**src/rtl/dfswt_frame_ctrl_if.sv**
```systemverilog
// Sample-in and result-out valid/ready bundle for the DFSWT frame controller.
// master = sample source / result consumer side, slave = controller side.
interface dfswt_frame_ctrl_if #(
    parameter int unsigned CHBITS = 2
) ();
    logic                     sample_valid;
    logic signed [15:0]       sample_in;
    logic                     sample_ready;
    logic signed [31:0]       result_data;
    logic        [CHBITS-1:0] result_chan;
    logic                     result_valid;
    logic                     result_ready;

    modport master (
        output sample_valid, sample_in, result_ready,
        input  sample_ready, result_data, result_chan, result_valid
    );

    modport slave (
        input  sample_valid, sample_in, result_ready,
        output sample_ready, result_data, result_chan, result_valid
    );
endinterface

```
**src/rtl/dfswt_frame_ctrl.sv**
```systemverilog
// Frame sequencer for a DFSWT stage bank: clear, gate POINTS samples, snapshot
// every stage accumulator, then drain the snapshots one channel per handshake.
module dfswt_frame_ctrl #(
    parameter int unsigned POINTS   = 8,
    parameter int unsigned CNTBITS  = 3,
    parameter int unsigned CHANNELS = 4,
    parameter int unsigned CHBITS   = 2
) (
    input  logic                      clock,
    input  logic                      reset_n,
    input  logic                      start_i,
    input  logic                      continuous_i,
    dfswt_frame_ctrl_if.slave         bus,
    output logic                      stage_clear_o,
    output logic                      stage_enable_o,
    output logic signed [15:0]        stage_data_o,
    input  logic [32*CHANNELS-1:0]    acc_in_i,
    output logic                      busy_o,
    output logic                      overrun_o
);

    typedef enum logic [2:0] {
        S_IDLE,
        S_CLEAR,
        S_ACCUM,
        S_FLUSH,
        S_CAPTURE,
        S_DRAIN
    } state_t;

    state_t                state_q;
    logic [CNTBITS-1:0]    count_q;
    logic [CHBITS-1:0]     chan_q;
    logic [31:0]           snap_q [CHANNELS];
    logic                  ready_q;
    logic                  clear_q;
    logic                  enable_q;
    logic signed [15:0]    data_q;
    logic                  valid_q;
    logic signed [31:0]    result_q;
    logic                  busy_q;
    logic                  overrun_q;

    logic                  accept;
    logic                  handshake;
    logic                  last_sample;
    logic                  last_chan;
    logic [CHBITS-1:0]     chan_nxt;

    always_comb begin
        accept      = bus.sample_valid & ready_q;
        handshake   = valid_q & bus.result_ready;
        last_sample = (count_q == CNTBITS'(POINTS - 1));
        last_chan   = (chan_q == CHBITS'(CHANNELS - 1));
        chan_nxt    = chan_q + CHBITS'(1);
    end

    // Every output is a flop, updated alongside the state transition that implies it.
    always_ff @(posedge clock or negedge reset_n) begin
        if (!reset_n) begin
            state_q   <= S_IDLE;
            count_q   <= '0;
            chan_q    <= '0;
            ready_q   <= 1'b0;
            clear_q   <= 1'b0;
            enable_q  <= 1'b0;
            data_q    <= '0;
            valid_q   <= 1'b0;
            result_q  <= '0;
            busy_q    <= 1'b0;
            overrun_q <= 1'b0;
            for (int c = 0; c < CHANNELS; c++) begin
                snap_q[c] <= '0;
            end
        end else begin
            enable_q <= 1'b0;
            if (state_q != S_IDLE && bus.sample_valid && !ready_q) begin
                overrun_q <= 1'b1;
            end
            case (state_q)
                S_IDLE: begin
                    if (start_i) begin
                        state_q   <= S_CLEAR;
                        clear_q   <= 1'b1;
                        busy_q    <= 1'b1;
                        overrun_q <= 1'b0;
                    end
                end
                S_CLEAR: begin
                    state_q <= S_ACCUM;
                    clear_q <= 1'b0;
                    ready_q <= 1'b1;
                    count_q <= '0;
                end
                S_ACCUM: begin
                    if (accept) begin
                        enable_q <= 1'b1;
                        data_q   <= bus.sample_in;
                        if (last_sample) begin
                            count_q <= '0;
                            ready_q <= 1'b0;
                            state_q <= S_FLUSH;
                        end else begin
                            count_q <= count_q + CNTBITS'(1);
                        end
                    end
                end
                // Lets the stages absorb the final enable before their accumulators are sampled.
                S_FLUSH: begin
                    state_q <= S_CAPTURE;
                end
                S_CAPTURE: begin
                    for (int c = 0; c < CHANNELS; c++) begin
                        snap_q[c] <= acc_in_i[32*c +: 32];
                    end
                    result_q <= acc_in_i[31:0];
                    chan_q   <= '0;
                    valid_q  <= 1'b1;
                    state_q  <= S_DRAIN;
                end
                S_DRAIN: begin
                    if (handshake) begin
                        if (!last_chan) begin
                            chan_q   <= chan_nxt;
                            result_q <= snap_q[chan_nxt];
                        end else begin
                            valid_q <= 1'b0;
                            chan_q  <= '0;
                            if (continuous_i) begin
                                state_q <= S_CLEAR;
                                clear_q <= 1'b1;
                            end else begin
                                state_q <= S_IDLE;
                                busy_q  <= 1'b0;
                            end
                        end
                    end
                end
                default: begin
                    state_q <= S_IDLE;
                end
            endcase
        end
    end

    assign bus.sample_ready = ready_q;
    assign bus.result_data  = result_q;
    assign bus.result_chan  = chan_q;
    assign bus.result_valid = valid_q;
    assign stage_clear_o    = clear_q;
    assign stage_enable_o   = enable_q;
    assign stage_data_o     = data_q;
    assign busy_o           = busy_q;
    assign overrun_o        = overrun_q;

endmodule

```
**src/flat_wrapper.sv**
```systemverilog
// flat-port wrapper written by rule: the top's interface ports become plain ports
module dfswt_frame_ctrl_flat 
#(
    parameter int unsigned POINTS   = 8,
    parameter int unsigned CNTBITS  = 3,
    parameter int unsigned CHANNELS = 4,
    parameter int unsigned CHBITS   = 2
)
  (clock, reset_n, start_i, continuous_i, stage_clear_o, stage_enable_o, stage_data_o, acc_in_i, busy_o, overrun_o, bus_sample_valid, bus_sample_in, bus_result_ready, bus_sample_ready, bus_result_data, bus_result_chan, bus_result_valid);
  dfswt_frame_ctrl_if #(.CHBITS(CHBITS)) bus_i ();
  input  logic clock;
  input  logic reset_n;
  input  logic start_i;
  input  logic continuous_i;
  output logic stage_clear_o;
  output logic stage_enable_o;
  output logic signed [15:0] stage_data_o;
  input  logic [32*CHANNELS-1:0] acc_in_i;
  output logic busy_o;
  output logic overrun_o;
  input wire logic [$bits(bus_i.sample_valid)-1:0] bus_sample_valid;
  input wire logic [$bits(bus_i.sample_in)-1:0] bus_sample_in;
  input wire logic [$bits(bus_i.result_ready)-1:0] bus_result_ready;
  output wire logic [$bits(bus_i.sample_ready)-1:0] bus_sample_ready;
  output wire logic [$bits(bus_i.result_data)-1:0] bus_result_data;
  output wire logic [$bits(bus_i.result_chan)-1:0] bus_result_chan;
  output wire logic [$bits(bus_i.result_valid)-1:0] bus_result_valid;
  assign bus_i.sample_valid = bus_sample_valid;
  assign bus_i.sample_in = bus_sample_in;
  assign bus_i.result_ready = bus_result_ready;
  assign bus_sample_ready = bus_i.sample_ready;
  assign bus_result_data = bus_i.result_data;
  assign bus_result_chan = bus_i.result_chan;
  assign bus_result_valid = bus_i.result_valid;
  dfswt_frame_ctrl #(.POINTS(POINTS), .CNTBITS(CNTBITS), .CHANNELS(CHANNELS), .CHBITS(CHBITS)) u_core (.clock(clock), .reset_n(reset_n), .start_i(start_i), .continuous_i(continuous_i), .bus(bus_i), .stage_clear_o(stage_clear_o), .stage_enable_o(stage_enable_o), .stage_data_o(stage_data_o), .acc_in_i(acc_in_i), .busy_o(busy_o), .overrun_o(overrun_o));
endmodule
```
**config.mk**
```make
export PLATFORM = sky130hd
export DESIGN_NAME = dfswt_frame_ctrl_flat
export DESIGN_NICKNAME = d
export VERILOG_FILES = /design/src/rtl/dfswt_frame_ctrl_if.sv /design/src/rtl/dfswt_frame_ctrl.sv /design/src/flat_wrapper.sv
export SDC_FILE = /design/constraint.sdc
export NUM_CORES = 1
export LEC_CHECK = 0
export ABC_AREA = 1
export BUFFER_PORTS_ARGS = -buffer_cell sky130_fd_sc_hd__buf_4
export CORE_ASPECT_RATIO = 0.7
export CORE_UTILIZATION = 30
export CTS_BUF_LIST = sky130_fd_sc_hd__clkbuf_4 sky130_fd_sc_hd__clkbuf_8
export CTS_CLUSTER_DIAMETER = 30
export DETAILED_ROUTE_END_ITERATION = 8
export REMOVE_ABC_BUFFERS = 1
export SLEW_MARGIN = 0
export SYNTH_ARGS = -nofsm -noshare
export SYNTH_HDL_FRONTEND = slang
export SYNTH_SLANG_ARGS = --single-unit
```
**constraint.sdc**
```tcl
create_clock -name clock -period 2.07 [get_ports clock]
set_clock_uncertainty 0.2 [all_clocks]
set_input_delay 0.207 -clock clock [delete_from_list [all_inputs] [get_ports clock]]
set_output_delay 0.207 -clock clock [all_outputs]
set_load 0.01 [all_outputs]
```
==> results of run 1 <==
registers in the layout, indices dropped and copies added, names as in the netlist, 2 cells and up:
name	count
u_core.snap_q	128
u_core.state_q	3
u_core.count_q	3
u_core.bus.result_data	32
u_core.bus.result_chan	2
u_core.stage_data_o	16
critical path: cells and delay by family (launching register included):
family	cells	cell delay, ns
AOI/OAI and AO/OA	2	0.24
and+or+nand+nor	2	0.36
buffers and inverters	1	0.56
DFF	1	0.48
layout by cell type, fill, tap and decap left out, types with 2 or more instances in the layout:
| master | Yosys | routed |
|---|---|---|
| clkbuf_8 | 0 | 19 |
| dfrtp_1 | 190 | 188 |
| a21oi_2 | 9 | 9 |
| inv_8 | 0 | 3 |
| clkinv_2 | 0 | 2 |
| dlygate4sd3_1 | 0 | 150 |
| buf_4 | 6 | 218 |
| nor2_1 | 163 | 163 |
| inv_6 | 0 | 6 |
| clkinv_4 | 0 | 3 |
| mux2_4 | 15 | 15 |
| o21ai_1 | 3 | 3 |
| nand2_1 | 362 | 362 |
| inv_2 | 5 | 5 |
| mux2_2 | 15 | 15 |
| a21oi_1 | 57 | 57 |
| inv_1 | 137 | 137 |
| o21ai_0 | 69 | 69 |
| nand4_1 | 3 | 3 |
| ha_1 | 3 | 3 |
| buf_12 | 0 | 7 |
| nand3_1 | 49 | 49 |
through the flow:
stage	utilization (%)	hold WS [ns]	setup WS [ns]
floorplan	-	-0.289	-1.76
global placement	37.7	-0.0403	0.224
detailed placement	37.7	-0.0386	0.173
CTS	44.2	0.0699	0.0875
global route	44.3	0.0855	0.0121
finish	44.3	0.106	0.100
area by class of cell:
type | instances | area (µm²) | share of cell area [%]
sequential | 190 | 4760 | 36.6
timing repair buffer | 378 | 3350 | 25.8
inverter | 142 | 533 | 4.10
tap | 405 | 507 | 3.90
antenna | 1 | 2.50 | 0.0193
clock buffer | 18 | 248 | 1.91
clock inverter | 14 | 123 | 0.944
multi-input combinational | 755 | 3460 | 26.7
worst max path at each step:
stage	end	slack [ns]	depth (start not counted)
5_1_grt	u_core.overrun_o$_DFF_PN0_	0.01	5
3_5_place_dp	u_core.snap_q[7]$_DFFE_PN0P_	0.17	4
6_report	u_core.overrun_o$_DFF_PN0_	0.10	5
2_1_floorplan	u_core.bus.result_data[10]$_DFFE_PN0P_	-1.76	7
3_3_place_gp	u_core.snap_q[7]$_DFFE_PN0P_	0.22	4
4_1_cts	u_core.overrun_o$_DFF_PN0_	0.09	5
per-layer routing:
metal | routed length [µm] | vias to the layer above | part of all wire (%)
met4 | 372 | 0 | 1.4
met5 | 0 | - | 0
met3 | 1320 | 24 | 5.0
met1 | 12300 | 3864 | 47
li1 | - | 4180 | -
met2 | 12000 | 190 | 46
cells by family after synthesis:
kind of cell / Yosys count / share of synthesized area (%)
simple gates: 582 / 25.0
buf+inv: 203 / 9.73
flops: 190 / 52.3
compound gates: 139 / 8.05
mux: 31 / 4.46
fa+ha+maj: 3 / 0.413
power breakdown:
part | leakage [nW] | switching, mW | internal, mW
Clock | 0.195 | 1.51 | 0.910
Sequential | 2.24 | 0.873 | 5.50
Combinational | 4.34 | 4.21 | 3.18
what timing repair did:
item	4_1_cts	5_1_grt
gates resized for setup	1	1
endpoints found under the setup margin	1	1
endpoints found under the hold margin	377	0
gates cloned	1	0
hold buffers	151	0
==> metrics, run 1 <==
Iter 0 DRT Violations=492; Critical R2R Launch=u_core.state_q[0]$_DFFE_PN0P_; nets=1637; busiest grt layer=met2; Clk Latency, worst-skew pair=0.52 ns; share of the synthesized area in the top cell type=52.3%; r2r worst-path depth=5; count of cell types in the netlist=25; number of global-route vias before repair=8444; leakage power=6.77 nW; Post-CTS Setup Repair Bufs=0; CP Capture Type=flip-flop; most frequent cells after synthesis=nand2_1, dfrtp_1, nor2_1; dpl cell area=11100 µm²; total gr overflow=0; Worst Setup Path Type=reg -> reg; crit path DAT=2.16 ns; DR DRC count=0; antenna-violating nets left=0; clock buffer depth=2; max_cap viols=0; Post-synth EDFFs=0; grt met1 use=23.4%; CTS tree=done; crit path max fanout=8; number of register bits inferred by synthesis=190; die width=210 µm; pin count of the biggest net entering global routing=83; final period utilization=95.1%; CP max stage delay=0.56 ns; Slew headroom=65.5%; via-per-instance ratio=4.34; HPWL Detailed=15600 µm; initial core utilization=31.0%; CP Cell Sequence=nor2_4, nand2_1, o21ai_0, o21ai_0, dlygate4sd3_1; CP startpoint=u_core.state_q[0]$_DFFE_PN0P_; fill count=2866; Die ar.=31000 µm²; CTS Buf Count=17; worst reg2reg endpoint=u_core.overrun_o$_DFF_PN0_; overall power consumption=16.2 mW; Avg Cell Area, Syn=7.92 µm²; all-layer global routing usage=17.5%; register area share after synthesis=52.3%; status=finished clean; TritonRoute pass-1 iters=5; Crit-path slowest cell=dlygate4sd3_1; drt wl/cell=13.7 µm; post-route design area=13000 µm²; Finish-stage setup viols=0; dpl cells=1718; largest area contributor in the netlist=dfrtp_1; Root Buffer=clkbuf_8; Setup TNS=0 ns; Detailed Route WL=26100 µm; CTS H-Tree Depth=4; # clock sinks=190; Syn Std Cell Area=9090 µm²; count leader, synth=nand2_1; RSZ-0062 raised after global routing=false; Placer Congestion=0.814; share of layout cells above drive strength 1=20.8%; final cell count without fillers=1903; asr flop ratio synth=100%; clock-pin slew on the worst setup and hold paths=0.12 ns; Synth-to-Final Area Change=42.9%; setup slack, reg-to-reg=0.10 ns; Gate Count Post-Synth=1148; PD cells=1250 nW/µm²; GR Layer Usage met2=27.6%; Synth area leaders=dfrtp_1, nand2_1, nor2_1, inv_1, o21ai_0; f_max=508 MHz; Hold WC Path Type=in -> async; VDD IR max=0.773 mV; Port Buf Inserts=205; grt met3 use=4.46%; initial antenna violation count=0; Site Rows=52; endpoints failing hold=0; min cycle time layout=1.97 ns; worst path required time=2.26 ns; slew of the pin with the lowest slew margin=0.518 ns; warnings from Yosys=0; die span in y=148 µm; Ports=206; core area=29300 µm²; cell mode on critical path=o21ai_0; top_reg_cell synth=dfrtp_1; first-pass GRT wire length=42500 µm; Startpoint Class=flip-flop; max-slew violation count=0; DR vias=8258
Note: power is estimated with default switching activity, not from simulation.
==> run 2: changes to the inputs <==
Settings changed: CORE_UTILIZATION 30 to 40.
==> metrics, run 2 (synthesis results as in run 1) <==
status=finished clean; min cycle time layout=1.90 ns; DR DRC count=0; die span in y=128 µm; CP Cell Sequence=nor2_4, nand2_2, o21ai_0, o21ai_0, dlygate4sd3_1; Clk Latency, worst-skew pair=0.48 ns; CTS H-Tree Depth=4; clock buffer depth=2; drt wl/cell=14.0 µm; HPWL Detailed=14600 µm; Startpoint Class=flip-flop; DR vias=8232; f_max=525 MHz; core area=22000 µm²; Root Buffer=clkbuf_8; clock-pin slew on the worst setup and hold paths=0.10 ns; pin count of the biggest net entering global routing=130; commonest non-fill, non-tap cell in the layout=nand2_1; cell mode on critical path=o21ai_0; post-route design area=12900 µm²; Fin Hold WS=0.0520 ns; worst path required time=2.24 ns; share of layout cells above drive strength 1=20.6%; dpl ws=0.250 ns; final cell count without fillers=1775; Hold WC Path Type=in -> async; Port Buf Inserts=205; via-per-instance ratio=4.64; Site Rows=45; most flop-heavy register=u_core.snap_q; Slew headroom=68.3%; fill count=1951; Die ar.=23300 µm²; initial antenna violation count=1; RSZ-0062 raised after global routing=false; max_cap viols=0; Synth-to-Final Area Change=42.1%; Ports=206; Placer Congestion=0.768; endpoints failing hold=0; max FFs per register=128; CTS tree=done; Detailed Route WL=24800 µm; VDD IR max=0.811 mV; PD cells=1280 nW/µm²; number of global-route vias before repair=7742; dpl cells=1591; Worst Path Buf+Inv=1; # clock sinks=190; dpl cell area=10900 µm²; antenna-violating nets left=0; CTS Buf Count=17; CP delay by family, top=buffers and inverters; Worst Setup Path Type=reg -> reg; Iter 0 DRT Violations=694; crit path max fanout=6; Finish-stage setup viols=0; initial core utilization=41.4%; final period utilization=92.0%; fin worst setup slack=0.166 ns; all-layer global routing usage=21.2%; die width=182 µm; Crit-path slowest cell=dlygate4sd3_1; slew of the pin with the lowest slew margin=0.475 ns; nets=1632; max-slew violation count=0; CP Capture Type=flip-flop; crit path DAT=2.07 ns; total gr overflow=0; CP max stage delay=0.56 ns; leakage power=6.79 nW; first-pass GRT wire length=39100 µm; commonest cells after routing, fill and taps aside=nand2_1, buf_4, dfrtp_1; TritonRoute pass-1 iters=8
run 2: cell count changes in the layout (fill, tap and decap cells not counted):
| cell | previous run | this run |
|---|---|---|
| clkinvlp_4 | 0 | 2 |
| buf_4 | 218 | 210 |
| nand2_2 | 1 | 2 |
| clkinv_4 | 3 | 1 |
| clkbuf_16 | 0 | 1 |
| nand2_1 | 362 | 361 |
| bufbuf_16 | 1 | 0 |
| clkbuf_8 | 19 | 21 |
| inv_6 | 6 | 3 |
| bufinv_16 | 0 | 4 |
| dfrtp_1 | 188 | 187 |
| inv_8 | 3 | 0 |
| dfrtp_2 | 1 | 2 |
| buf_12 | 7 | 10 |
run 2: timing repair:
item | 4_1_cts | 5_1_grt
buffers inserted | 0 | 0
setup endpoints to repair | 0 | 2
gates resized for setup | 0 | 4
hold buffers | 150 | 0
endpoints found under the hold margin | 373 | 0
run 2: layout make-up:
type | count | area (µm²) | share of cell area (%)
multi-input combinational | 755 | 3470 | 26.8
antenna | 1 | 2.50 | 0.0194
tap | 282 | 353 | 2.73
clock buffer | 20 | 275 | 2.13
sequential | 190 | 4760 | 36.9
timing repair buffer | 373 | 3340 | 25.9
clock inverter | 12 | 180 | 1.40
inverter | 142 | 533 | 4.13
run 2: through the flow:
stage	setup TNS [ns]	util [%]	total power, mW
2_1_floorplan	-232.89	-	10.9
3_3_place_gp	0	49.7	13.4
3_5_place_dp	0	49.7	13.5
4_1_cts	0	58.6	16.6
5_1_grt	0	58.8	18.0
6_report	0	58.8	16.6
run 2: worst paths after layout:
path	from	to	slack [ns]	cells after the start
setup / recovery	u_core.state_q[1]$_DFFE_PN0P_	u_core.overrun_o$_DFF_PN0_	0.17	5
hold / removal	reset_n	u_core.bus.result_data[31]$_DFFE_PN0P_	0.05	2
setup reg to reg	u_core.state_q[1]$_DFFE_PN0P_	u_core.overrun_o$_DFF_PN0_	0.17	5
hold reg to reg	u_core.stage_data_o[0]$_DFFE_PN0P_	u_core.stage_data_o[0]$_DFFE_PN0P_	0.28	2
max in group asynchronous	reset_n	u_core.snap_q[106]$_DFFE_PN0P_	1.04	3
min in group clock	bus_sample_in[8]	u_core.stage_data_o[8]$_DFFE_PN0P_	0.27	4
run 2: routing by layer:
metal / part of all wire, % / vias up / track usage (%)
li1: - / 4165 / -
met5: 0 / - / 0
met3: 5.5 / 20 / 4.38
met2: 44 / 221 / 32.6
met1: 49 / 3826 / 30.4
met4: 0.89 / 0 / 5.54
run 2: power breakdown:
part           switching, mW  total (mW)  internal (mW)
Sequential             0.868        6.37           5.51
Combinational           4.16        7.37           3.21
Clock                   1.40        2.83           1.42
Total                   6.43        16.6           10.1
==> run 3: changes to the inputs <==
Clock period 2.07 ns to 1.9 ns, I/O delays scaled along.
==> metrics, run 3 (synthesis results as in run 1) <==
Detailed Route WL=25100 µm; setup slack, reg-to-reg=0.13 ns; most flop-heavy register=u_core.snap_q; first-pass GRT wire length=39700 µm; max_cap viols=0; grt met1 use=31.1%; overall power consumption=18.1 mW; leakage power=6.84 nW; Die ar.=23300 µm²; crit path max fanout=11; Slew headroom=58.9%; HPWL Detailed=15300 µm; Clk Latency, worst-skew pair=0.47 ns; Ant. Diodes=0; drt wl/cell=14.1 µm; final period utilization=93.1%; Root Buffer=clkbuf_8; max-slew violation count=0; Sw Ratio=40.0%; PD cells=1390 nW/µm²; RSZ-0062 raised after global routing=false; CTS Buf Count=17; grt met3 use=4.03%; via-per-instance ratio=4.61; combinational fraction of design power=47.5%; CP Cell Sequence=ha_4, clkinv_4, buf_12, nor2_1, nand2_1, nand3_1, nand2_1, nand2_1; Placer Congestion=0.790; pin count of the biggest net entering global routing=54; Hold WC Path Type=in -> async; Setup TNS=0 ns; CP max stage delay=0.51 ns; r2r worst-path depth=8; share of layout cells above drive strength 1=21.0%; Site Rows=45; Port Buf Inserts=205; # clock sinks=190; Clock power frac=14.3%; antenna-violating nets left=0; dpl ws=0.0633 ns; die width=182 µm; VDD IR max=0.732 mV; all-layer global routing usage=21.6%; Startpoint Class=flip-flop; core area=22000 µm²; Worst Setup Path Type=reg -> reg; initial core utilization=41.4%; CTS H-Tree Depth=4; final cell count without fillers=1784; cell-internal power=10.9 mW; TritonRoute pass-1 iters=5; f_max=565 MHz; GR Layer Usage met2=33.6%; final core occ=59.2%; cell mode on critical path=nand2_1; Post-CTS Setup Repair Bufs=0; post-route design area=13000 µm²; Crit-path slowest cell=dfrtp_4; DR DRC count=0; Ports=206; worst reg2reg endpoint=u_core.bus.result_data[25]$_DFFE_PN0P_; dpl cell area=11000 µm²; min cycle time layout=1.77 ns; die span in y=128 µm; initial antenna violation count=0; Finish-stage setup viols=0; status=finished clean; worst path required time=2.11 ns; endpoints failing hold=0; number of global-route vias before repair=7812; clock-pin slew on the worst setup and hold paths=0.11 ns; nets=1642; Fin Hold WS=0.126 ns; Critical R2R Launch=u_core.bus.result_chan[0]$_DFFE_PN0P_; CTS tree=done; Iter 0 DRT Violations=466; busiest grt layer=met2; max FFs per register=128; fin worst setup slack=0.131 ns; total gr overflow=0; slew of the pin with the lowest slew margin=0.615 ns; share of power burned in registers=38.3%; clock buffer depth=2; dpl cells=1598; commonest non-fill, non-tap cell in the layout=nand2_1; Synth-to-Final Area Change=43.1%; P_sw=7.25 mW; crit path DAT=1.98 ns; CP Capture Type=flip-flop; DR vias=8225; commonest cells after routing, fill and taps aside=nand2_1, buf_4, dfrtp_1
[run 3: changes by cell type in the layout (fill, tap and decap cells not counted), sizes merged]
cell      before  now
buf          221  229
bufinv         4    0
clkbuf        22   24
clkinv         3    4
clkinvlp       2    4
diode          1    0
inv          145  146
[run 3: worst max path at each step]
stage | cells past startpoint | from | end | slack [ns]
5_1_grt | 8 | u_core.state_q[1]$_DFFE_PN0P_ | u_core.bus.result_valid$_DFFE_PN0P_ | 0.05
4_1_cts | 8 | u_core.bus.result_chan[0]$_DFFE_PN0P_ | u_core.bus.result_data[25]$_DFFE_PN0P_ | 0.005
3_3_place_gp | 8 | u_core.bus.result_chan[0]$_DFFE_PN0P_ | u_core.bus.result_data[13]$_DFFE_PN0P_ | 0.11
2_1_floorplan | 7 | u_core.bus.result_chan[0]$_DFFE_PN0P_ | u_core.bus.result_data[10]$_DFFE_PN0P_ | -1.93
6_report | 8 | u_core.bus.result_chan[0]$_DFFE_PN0P_ | u_core.bus.result_data[25]$_DFFE_PN0P_ | 0.13
3_5_place_dp | 8 | u_core.bus.result_chan[0]$_DFFE_PN0P_ | u_core.bus.result_data[26]$_DFFE_PN0P_ | 0.06
[run 3: metal layers]
metal	part of all wire [%]	wire length, µm
met3	4.3	1080
met2	45	11200
met5	0	0
met4	0.68	170
met1	50	12600
[run 3: final cells by class]
type	instances	area (µm²)
Multi-Input combinational cell	755	3480
Inverter	142	538
Tap cell	282	353
Clock inverter	12	103
Fill cell	1967	8950
Clock buffer	20	269
Sequential cell	190	4760
Timing Repair Buffer	383	3510
[run 3: power by group through the flow]
| stage | registers (mW) | logic, mW | clock network, mW |
|---|---|---|---|
| after CTS | 6.92 | 8.17 | 2.67 |
| after global routing | 7.14 | 9.68 | 2.81 |
| after global placement | 6.96 | 7.77 | 0 |
| final | 6.94 | 8.60 | 2.59 |
| after detailed placement | 6.98 | 7.88 | 0 |
| after floorplan | 7.21 | 4.62 | 0 |
[run 3: critical path: cells and delay by family (launching register included)]
kind                     cells  cell delay [ns]
AND/OR/NAND/NOR              5             0.42
buffers and inverters        2             0.30
flip-flops                   1             0.51
adder cells (fa/ha/maj)      1             0.30
[run 3: timing repair]
| item | CTS | global route |
|---|---|---|
| hold buffers | 151 | 0 |
| endpoints found under the setup margin | 0 | 17 |
| hold endpoints to repair | 376 | 0 |
| resized for setup | 0 | 4 |
